--- config.mk ---
export PLATFORM = sky130hd
export DESIGN_NAME = id_hazard_stage
export DESIGN_NICKNAME = d
export VERILOG_FILES = /design/src/rtl/id_hazard_stage.sv
export SDC_FILE = /design/constraint.sdc
export NUM_CORES = 1
export LEC_CHECK = 0
export BUFFER_PORTS_ARGS = -buffer_cell sky130_fd_sc_hd__buf_4
export CAP_MARGIN = 20
export CORE_ASPECT_RATIO = 0.8
export CORE_MARGIN = 2
export CORE_UTILIZATION = 45
export CTS_CLUSTER_SIZE = 10
export DETAILED_ROUTE_END_ITERATION = 12
export GPL_ROUTABILITY_DRIVEN = 1
export PLACE_DENSITY_LB_ADDON = 0.2
export SYNTH_ARGS = -nofsm -noshare
export SYNTH_HDL_FRONTEND = slang
export SYNTH_SLANG_ARGS = --single-unit
--- constraint.sdc ---
create_clock -name clk -period 7.98 [get_ports clk]
set_clock_uncertainty 0.1 [all_clocks]
set_input_delay 0.399 -clock clk [delete_from_list [all_inputs] [get_ports clk]]
set_output_delay 0.399 -clock clk [all_outputs]
set_load 0.01 [all_outputs]
--- src/rtl/id_hazard_stage.sv ---
// Decode stage: IF/ID holding register, 6-bit register-ID decode (bit 5 = FP bank),
// a shift-register scoreboard of in-flight destinations, forwarding selects and load-use stalls.
module id_hazard_stage #(
  parameter int FWD_STAGES = 2,
  parameter int LOAD_LAT   = 1,
  parameter int CNT_W      = 16,
  localparam int FW        = (FWD_STAGES < 1) ? 1 : $clog2(FWD_STAGES + 1)
) (
  input  logic             clk,
  input  logic             rst,
  input  logic             in_vld,
  output logic             in_rdy,
  input  logic [31:0]      in_pc,
  input  logic [31:0]      in_inst,
  input  logic             flush,
  output logic             out_vld,
  input  logic             out_rdy,
  output logic [31:0]      out_pc,
  output logic [31:0]      out_inst,
  output logic [5:0]       out_rs1,
  output logic [5:0]       out_rs2,
  output logic [5:0]       out_rd,
  output logic [FW-1:0]    out_fwd1,
  output logic [FW-1:0]    out_fwd2,
  output logic             out_illegal,
  output logic [CNT_W-1:0] stall_cnt
);

  localparam logic [6:0] OP_R      = 7'b0110011;
  localparam logic [6:0] OP_IMM    = 7'b0010011;
  localparam logic [6:0] OP_LOAD   = 7'b0000011;
  localparam logic [6:0] OP_JALR   = 7'b1100111;
  localparam logic [6:0] OP_STORE  = 7'b0100011;
  localparam logic [6:0] OP_BRANCH = 7'b1100011;
  localparam logic [6:0] OP_LUI    = 7'b0110111;
  localparam logic [6:0] OP_AUIPC  = 7'b0010111;
  localparam logic [6:0] OP_JAL    = 7'b1101111;
  localparam logic [6:0] OP_LOADFP = 7'b0000111;
  localparam logic [6:0] OP_STOREFP= 7'b0100111;
  localparam logic [6:0] OP_FP     = 7'b1010011;
  localparam logic [6:0] OP_SYSTEM = 7'b1110011;
  localparam logic [31:0] EBREAK_W = 32'h0010_0073;
  localparam logic [6:0] F7_FMV_XW = 7'b1110000;
  localparam logic [6:0] F7_FMV_WX = 7'b1111000;

  // Handshake: a transfer happens on a cycle where vld && rdy are both high.
  // in_rdy never depends on in_vld; out_vld never depends on out_rdy.

  logic        held_vld;
  logic [31:0] held_pc;
  logic [31:0] held_inst;

  logic [FWD_STAGES-1:0] sb_vld;
  logic [FWD_STAGES-1:0] sb_ld;
  logic [5:0]            sb_rd [FWD_STAGES];

  logic [6:0] opcode;
  logic [2:0] funct3;
  logic [6:0] funct7;
  logic [4:0] rs1_f;
  logic [4:0] rs2_f;
  logic [4:0] rd_f;

  logic use1;
  logic use2;
  logic has_rd;
  logic bank1;
  logic bank2;
  logic bankd;
  logic dec_is_load;
  logic dec_illegal;

  logic [5:0]    src     [2];
  logic [FW-1:0] fwd_sel [2];
  logic          src_hz  [2];
  logic          hazard;
  logic          fire;
  logic          accept;

  assign opcode = held_inst[6:0];
  assign funct3 = held_inst[14:12];
  assign funct7 = held_inst[31:25];
  assign rs1_f  = held_inst[19:15];
  assign rs2_f  = held_inst[24:20];
  assign rd_f   = held_inst[11:7];

  always_comb begin
    use1        = 1'b0;
    use2        = 1'b0;
    has_rd      = 1'b0;
    bank1       = 1'b0;
    bank2       = 1'b0;
    bankd       = 1'b0;
    dec_is_load = 1'b0;
    dec_illegal = 1'b0;
    case (opcode)
      OP_R: begin
        use1   = 1'b1;
        use2   = 1'b1;
        has_rd = 1'b1;
      end
      OP_IMM, OP_JALR: begin
        use1   = 1'b1;
        has_rd = 1'b1;
      end
      OP_LOAD: begin
        use1        = 1'b1;
        has_rd      = 1'b1;
        dec_is_load = 1'b1;
      end
      OP_STORE, OP_BRANCH: begin
        use1 = 1'b1;
        use2 = 1'b1;
      end
      OP_LUI, OP_AUIPC, OP_JAL: begin
        has_rd = 1'b1;
      end
      OP_LOADFP: begin
        if (funct3 == 3'b010) begin
          use1        = 1'b1;
          has_rd      = 1'b1;
          bankd       = 1'b1;
          dec_is_load = 1'b1;
        end else begin
          dec_illegal = 1'b1;
        end
      end
      OP_STOREFP: begin
        if (funct3 == 3'b010) begin
          use1  = 1'b1;
          use2  = 1'b1;
          bank2 = 1'b1;
        end else begin
          dec_illegal = 1'b1;
        end
      end
      OP_FP: begin
        if (funct3 == 3'b000 && rs2_f == 5'd0 && funct7 == F7_FMV_XW) begin
          use1   = 1'b1;
          bank1  = 1'b1;
          has_rd = 1'b1;
        end else if (funct3 == 3'b000 && rs2_f == 5'd0 && funct7 == F7_FMV_WX) begin
          use1   = 1'b1;
          has_rd = 1'b1;
          bankd  = 1'b1;
        end else begin
          dec_illegal = 1'b1;
        end
      end
      OP_SYSTEM: begin
        dec_illegal = (held_inst != EBREAK_W);
      end
      default: dec_illegal = 1'b1;
    endcase
  end

  // Every decoded field is zero while the slot is empty, so an idle stage presents all-zero outputs.
  assign out_rs1     = (held_vld && use1)   ? {bank1, rs1_f} : 6'h00;
  assign out_rs2     = (held_vld && use2)   ? {bank2, rs2_f} : 6'h00;
  assign out_rd      = (held_vld && has_rd) ? {bankd, rd_f}  : 6'h00;
  assign out_illegal = held_vld & dec_illegal;
  assign out_pc      = held_vld ? held_pc   : 32'h0;
  assign out_inst    = held_vld ? held_inst : 32'h0;

  assign src[0] = out_rs1;
  assign src[1] = out_rs2;

  // Scan from the oldest entry down so the youngest matching producer is the one that sticks.
  always_comb begin
    for (int s = 0; s < 2; s++) begin
      fwd_sel[s] = '0;
      src_hz[s]  = 1'b0;
      for (int k = FWD_STAGES - 1; k >= 0; k--) begin
        if (src[s] != 6'h00 && sb_vld[k] && sb_rd[k] == src[s]) begin
          fwd_sel[s] = FW'(k + 1);
          src_hz[s]  = sb_ld[k] && (k < LOAD_LAT);
        end
      end
    end
  end

  assign hazard   = held_vld & (src_hz[0] | src_hz[1]);
  assign out_fwd1 = fwd_sel[0];
  assign out_fwd2 = fwd_sel[1];

  assign out_vld = held_vld & ~hazard & ~flush;
  assign fire    = out_vld & out_rdy;
  assign in_rdy  = ~held_vld | fire;
  assign accept  = in_vld & in_rdy;

  always_ff @(posedge clk) begin
    if (rst) begin
      held_vld  <= 1'b0;
      held_pc   <= 32'h0;
      held_inst <= 32'h0;
    end else if (flush) begin
      held_vld <= 1'b0;
    end else if (accept) begin
      held_vld  <= 1'b1;
      held_pc   <= in_pc;
      held_inst <= in_inst;
    end else if (fire) begin
      held_vld <= 1'b0;
    end
  end

  // Entry k holds whatever issued k+1 cycles ago; bubbles travel down like real instructions.
  always_ff @(posedge clk) begin
    if (rst) begin
      sb_vld <= '0;
      sb_ld  <= '0;
      for (int k = 0; k < FWD_STAGES; k++) begin
        sb_rd[k] <= 6'h00;
      end
    end else begin
      sb_vld[0] <= fire && (out_rd != 6'h00);
      sb_ld[0]  <= dec_is_load;
      sb_rd[0]  <= out_rd;
      for (int k = 1; k < FWD_STAGES; k++) begin
        sb_vld[k] <= sb_vld[k-1];
        sb_ld[k]  <= sb_ld[k-1];
        sb_rd[k]  <= sb_rd[k-1];
      end
    end
  end

  always_ff @(posedge clk) begin
    if (rst) begin
      stall_cnt <= '0;
    end else if (held_vld && hazard && !flush && stall_cnt != '1) begin
      stall_cnt <= stall_cnt + CNT_W'(1);
    end
  end

endmodule

=== After elaboration in Yosys (flattened, before gate mapping) ===
Memory sizes are Yosys's and may differ from the RTL's.
Index checks and enable logic that the tools add are counted.

* Reductions and logical operators: 32
* $mul: 0
* $add $sub $neg: 1
* $lt $le $gt $ge: 0
* Shift operators: 0
* Multiplexer cells: 34
* Div/mod/pow operators: 0
* Bitwise operators: 13
* Equal/unequal tests: 22

{| class="wikitable"
|+ Operator list
! operator !! number
|-
| $mux W32 || 2
|-
| $eq A7 B7 Y1 const B || 7
|-
| $ne A32 B21 Y1 const B || 1
|-
| $mux W6 || 5
|-
| $eq A7 B6 Y1 const B || 4
|-
| $eq A6 B6 Y1 || 4
|-
| $logic_and A1 B1 Y1 || 18
|-
| $reduce_bool A6 Y1 || 3
|-
| $mux W1 || 17
|-
| $add A16 B1 Y16 const B || 1
|-
| $ne A16 B16 Y1 const B || 1
|-
| $eq A7 B5 Y1 const B || 2
|-
| $reduce_or A9 Y1 || 1
|-
| $mux W2 || 4
|-
| $eq A7 B2 Y1 const B || 1
|-
| $eq A7 B3 Y1 const B || 1
|-
| $reduce_or A7 Y1 || 1
|-
| $and A1 B1 Y1 || 6
|-
| $pmux W1 S2 || 3
|-
| $pmux W1 S3 || 2
|-
| $reduce_or A6 Y1 || 1
|-
| $logic_not A5 Y1 || 1
|-
| $or A1 B1 Y1 || 4
|-
| $pmux W1 S4 || 1
|-
| other kinds (8) || 11
|}

* Memories: 1
* Bits in writable memories: 12
* Latch bits: 0
* Output and inout port bits: 105
* ROM bits: 0
* Register bits after elaboration: 84
* Bits of input ports: 69

{| class="wikitable"
|+ Memory list
! name !! words !! bits a word !! rd ports !! clocked after Yosys merged registers in !! wr ports !! line !! source
|-
| sb_rd || 2 || 6 || 2 || 0 || 2 || 55 || <nowiki>logic [5:0] sb_rd [FWD_STAGES];</nowiki>
|}

=== Depth between registers and ports, before layout ===
* Depth after elaboration: 21
* Gate-level depth with buffers: 12

=== Least setup slack after synthesis ===
Ideal clock, no wire load.

* Kind: flip-flop to flip-flop
* From: register held_inst[13]
* To: register held_inst[0]
* Stages on the path, launching flop included: 11
* Library setup time: 0.128 ns
* Path buffers: 2
* Clock period less this slack: 3.320 ns
* Arrival: 3.093 ns
* Setup slack: 4.660 ns
* Cells stage by stage: dfxtp_1 > or3b_4 > a311o_1 > or4_1 > a32o_1 > or4_4 > a31oi_2 > buf_6 > buf_12 > mux2i_1 > nor2_1

* Cells in the longest elaborated chain, start to end: 21
* Elaborated cells on any way between the ends: 36

{| class="wikitable"
|+ RTL lines
! item !! line !! source
|-
| from (decl) || 51 || <nowiki>logic [31:0] held_inst;</nowiki>
|-
| from (signal assigned) || 201 || <nowiki>held_inst <= in_inst;</nowiki>
|-
| $logic_not A3 Y1 || 138, 142 ||
|-
| $logic_and A1 B1 Y1 || 138, 142 ||
|-
| $logic_and A1 B1 Y1 || 142 || <nowiki>end else if (funct3 == 3'b000 && rs2_f == 5'd0 && funct7 == F7_FMV_WX) begin</nowiki>
|-
| $mux W1 || 142 ||
|-
| $mux W1 || 138 || <nowiki>if (funct3 == 3'b000 && rs2_f == 5'd0 && funct7 == F7_FMV_XW) begin</nowiki>
|-
| $pmux W1 S3 || 96 || <nowiki>case (opcode)</nowiki>
|-
| $logic_and A1 B1 Y1 || 158 || <nowiki>assign out_rs1 = (held_vld && use1) ? {bank1, rs1_f} : 6'h00;</nowiki>
|-
| $mux W6 || 158 ||
|-
| [... 4 more ...] || -- ||
|-
| $or A1 B1 Y1 (*) || 182 || <nowiki>assign hazard = held_vld & (src_hz[0] | src_hz[1]);</nowiki>
|-
| $and A1 B1 Y1 (*) || 182 ||
|-
| $not A1 Y1 (*) || 186 || <nowiki>assign out_vld = held_vld & ~hazard & ~flush;</nowiki>
|-
| $and A1 B1 Y1 (*) (2 in series) || 186 ||
|-
| $and A1 B1 Y1 (*) || 187 || <nowiki>assign fire = out_vld & out_rdy;</nowiki>
|-
| $or A1 B1 Y1 (*) || 188 || <nowiki>assign in_rdy = ~held_vld | fire;</nowiki>
|-
| $and A1 B1 Y1 (*) || 189 || <nowiki>assign accept = in_vld & in_rdy;</nowiki>
|-
| $reduce_and A2 Y1 (no source line) (*) || -- ||
|}

Mark *: on every way between the ends. The rest lies on a longest branch, timed or not.
A chain may end at the register's enable or synchronous reset.

=== Final worst setup path ===
* From: register held_inst[13]
* To: register held_pc[23]

* Cells in the longest elaborated chain, start to end: 21
* Elaborated cells on any way between the ends: 36

{| class="wikitable"
|+ RTL lines
! item !! line !! source
|-
| $logic_not A3 Y1 || 138, 142 ||
|-
| $logic_and A1 B1 Y1 || 138, 142 ||
|-
| $logic_and A1 B1 Y1 || 142 ||
|-
| $mux W1 || 142 ||
|-
| $mux W1 || 138 ||
|-
| $pmux W1 S3 || 96 ||
|-
| $logic_and A1 B1 Y1 || 158 ||
|-
| $mux W6 || 158 ||
|-
| [... 4 more ...] || -- ||
|-
| $or A1 B1 Y1 (*) || 182 ||
|-
| $and A1 B1 Y1 (*) || 182 ||
|-
| $not A1 Y1 (*) || 186 ||
|-
| $and A1 B1 Y1 (*) (2 in series) || 186 ||
|-
| $and A1 B1 Y1 (*) || 187 ||
|-
| $or A1 B1 Y1 (*) || 188 ||
|-
| $and A1 B1 Y1 (*) || 189 ||
|-
| $reduce_and A2 Y1 (no source line) (*) || -- ||
|-
| to (signal assigned) || 200 || <nowiki>held_pc <= in_pc;</nowiki>
|-
| to (decl) || 50 || <nowiki>logic [31:0] held_pc;</nowiki>
|}

Marked as above.

==> metrics.txt <==
antenna viol nets, final=0; Clk pin slew, worst setup/hold paths=0.06 ns; largest net degree at the start of global routing=91; Rows=35; final setup fails=0; port buffer count=173; overall power=0.00106 W; Synth cell types=69; Register-to-Register Setup Slack=3.65 ns; I/O Pins=174; DP Cell Count=889; drt initial violations=283; area grow syn2layout=28.7%; Synth Warn #=0; worst relative slew slack=26.8%; hold path cells=2; hold endpoint=held_vld; launching point of the worst reg2reg path=held_inst[13]; Pre-antenna DRT Iters=4; register bit total from synthesis=96; RePlAce Congestion=0.899; first-pass GRT wire length=23.6 mm; post_cts resized=0; Max-Cap Viols=0; Core Area=0.0114 sq mm; final wirelength=14.9 mm; Post-CTS Repair Setup Buffers=0; Ant. Diodes=0; Final period util=54.3%; crit path DAT=4.42 ns; post-synth net total=671; largest fanout on the critical path=64; PwrDens=157 mW/mm^2; ys async rst share=0%; class of the worst hold path=in -> reg; Die X=125 um; hold_buf cts=0; status=complete, no violations; Final Max Slew Viols=0; P_leak=3.11 nW; setup_tns=0 ns; Fmax achieved=231 MHz; Gate Count Post-Synth=601; chip height=101 um; clock tree from TritonCTS=yes; Seq/Total Area, Yosys=36.6%; Max IR drop VDD=0.135 mV; Period minus WS final=4.33 ns; ys flop type=dfxtp_1; critical path type=reg -> reg; Final #Nets=823; share of layout cells above drive strength 1=28.1%; die area=0.0126 sq mm; Sink Count=96; initial antenna violation count=0; worst-margin pin slew=1.10 ns; hold_sp=out_rdy; non-filler cells, final=906; DRC viols=0; clk_lat worst skew=0.34 ns; syn avg cell area=8.74 sq um; Initial Util=46.0%; fill cell count=1032; DP HPWL=10.8 mm; clock root buffer master=clkbuf_16; Max H-tree Level=3; synthesized cell area=0.00525 sq mm; Num CTS Buffers=9; CP required=8.07 ns; cell count of the worst reg-to-reg path=9; total gr overflow=0; vias per cell=5.51; final hold vios=0; Via Count=4991; reg2reg end=held_pc[23]; Longest Clk Path Bufs=2; vias in the first global route=4759; RSZ-0062 raised after global routing=no; Critical Path Source Type=register; post-DR wirelength/cell=16.4 um; CP Capture Type=register; GR Util All Layers=23.1%; number of enable flip-flop cells after synthesis=0
==> per-stage QoR <==
stage / hold WS (ns) / area [sq um] / utilization (%) / worst slack (ns)
2_1_floorplan: 0.355 / 5250 / - / 4.66
6_report: 0.168 / 6760 / 59.1 / 3.65
3_3_place_gp: 0.366 / 6460 / 56.6 / 3.45
5_1_grt: 0.169 / 6760 / 59.1 / 3.48
4_1_cts: 0.152 / 6740 / 59.0 / 3.31
3_5_place_dp: 0.380 / 6460 / 56.6 / 3.25
==> cell type report <==
type                            count  area (sq um)  share of cell area, %
Clock buffer                       11           243                   3.59
Clock inverter                      5          31.3                  0.463
Inverter                           12          45.0                  0.666
Multi-Input combinational cell    458          3000                   44.4
Sequential cell                    96          1920                   28.5
Tap cell                          148           185                   2.74
Timing Repair Buffer              176          1330                   19.7
==> power by group <==
| part | internal [W] | switching [W] |
|---|---|---|
| registers | 0.000500 | 0.0000251 |
| logic | 0.0000682 | 0.0000634 |
| clock network | 0.000220 | 0.000184 |
| total | 0.000788 | 0.000272 |
==> synth_stat cells (all sizes together) (4+ instances only) <==
master	count	area, sq um
and4	4	35.0
buf	16	183
nand2	22	82.6
nand3	18	90.1
or3	5	31.3
a211oi	4	35.0
nor2	91	342
xnor2	14	123
nand2b	8	50.1
inv	11	41.3
nor3	8	40.0
nand4	9	56.3
o21a	4	30.0
and3	9	57.6
dfxtp	96	1920
a31oi	6	43.8
mux2i	65	651
nor4	10	83.8
nand3b	5	37.5
and2	74	467
or4	11	86.3
o21ai	18	93.8
a21oi	18	90.1
clkbuf	17	93.8
o31ai	5	37.5
nor2b	8	50.1
==> routing by layer <==
layer	vias up	global-route usage, %	part of all wire, %
met4	0	6.74	1.6
li1	2418	-	-
met3	21	6.95	8.3
met5	-	0	0
met2	189	36.5	46
met1	2363	30.7	44
==> registers in the layout, summed over array words and instances (netlist names) <==
register   flops
held_inst     32
sb_ld          1
sb_vld         2
stall_cnt     16
held_pc       32
held_vld       1
sb_rd         12
==> cells in the final DEF, fill, tap and decap left out, drive strengths merged, types with 6 or more instances in the layout <==
cell type  count
xnor2         14
o21ai         18
a31oi          6
or4           11
nor3           8
nor2          91
mux2i         65
nand3         18
dfxtp         96
nor4          10
inv           12
nand2         22
nand2b         8
nand4          9
buf          176
clkbuf        11
and3           9
and2          74
nor2b          8
a21oi         18
==> kinds of logic after synthesis <==
kind of cell	share of synthesized area [%]
flip-flops	36.6
AO/OA/AOI/OAI	10.9
multiplexers	12.4
adder cells (fa/ha/maj)	0.238
AND/OR/NAND/NOR	30.8
buffers and inverters	6.50
XOR/XNOR	2.67
==> critical path, cell delays in order (launching register included) <==
cell and delay (ns):
dfxtp_1 0.45, or3b_4 0.45, a311o_1 0.42, or4_1 0.54, a32o_1 0.28, or4_4 0.55
a31oi_4 0.14, buf_4 0.81, mux2i_1 0.29, nor2_1 0.06
==> how the worst max path moves through the flow <==
| stage | to | start | slack [ns] |
|---|---|---|---|
| finish | held_pc[23] | held_inst[13] | 3.65 |
| global route | held_pc[23] | held_inst[13] | 3.48 |
| CTS | held_pc[23] | held_vld | 3.31 |
| detailed placement | held_pc[23] | held_vld | 3.25 |
| global placement | held_inst[4] | held_vld | 3.45 |
| floorplan | held_inst[0] | held_inst[13] | 4.66 |
Note: power is estimated with default switching activity, not from simulation.
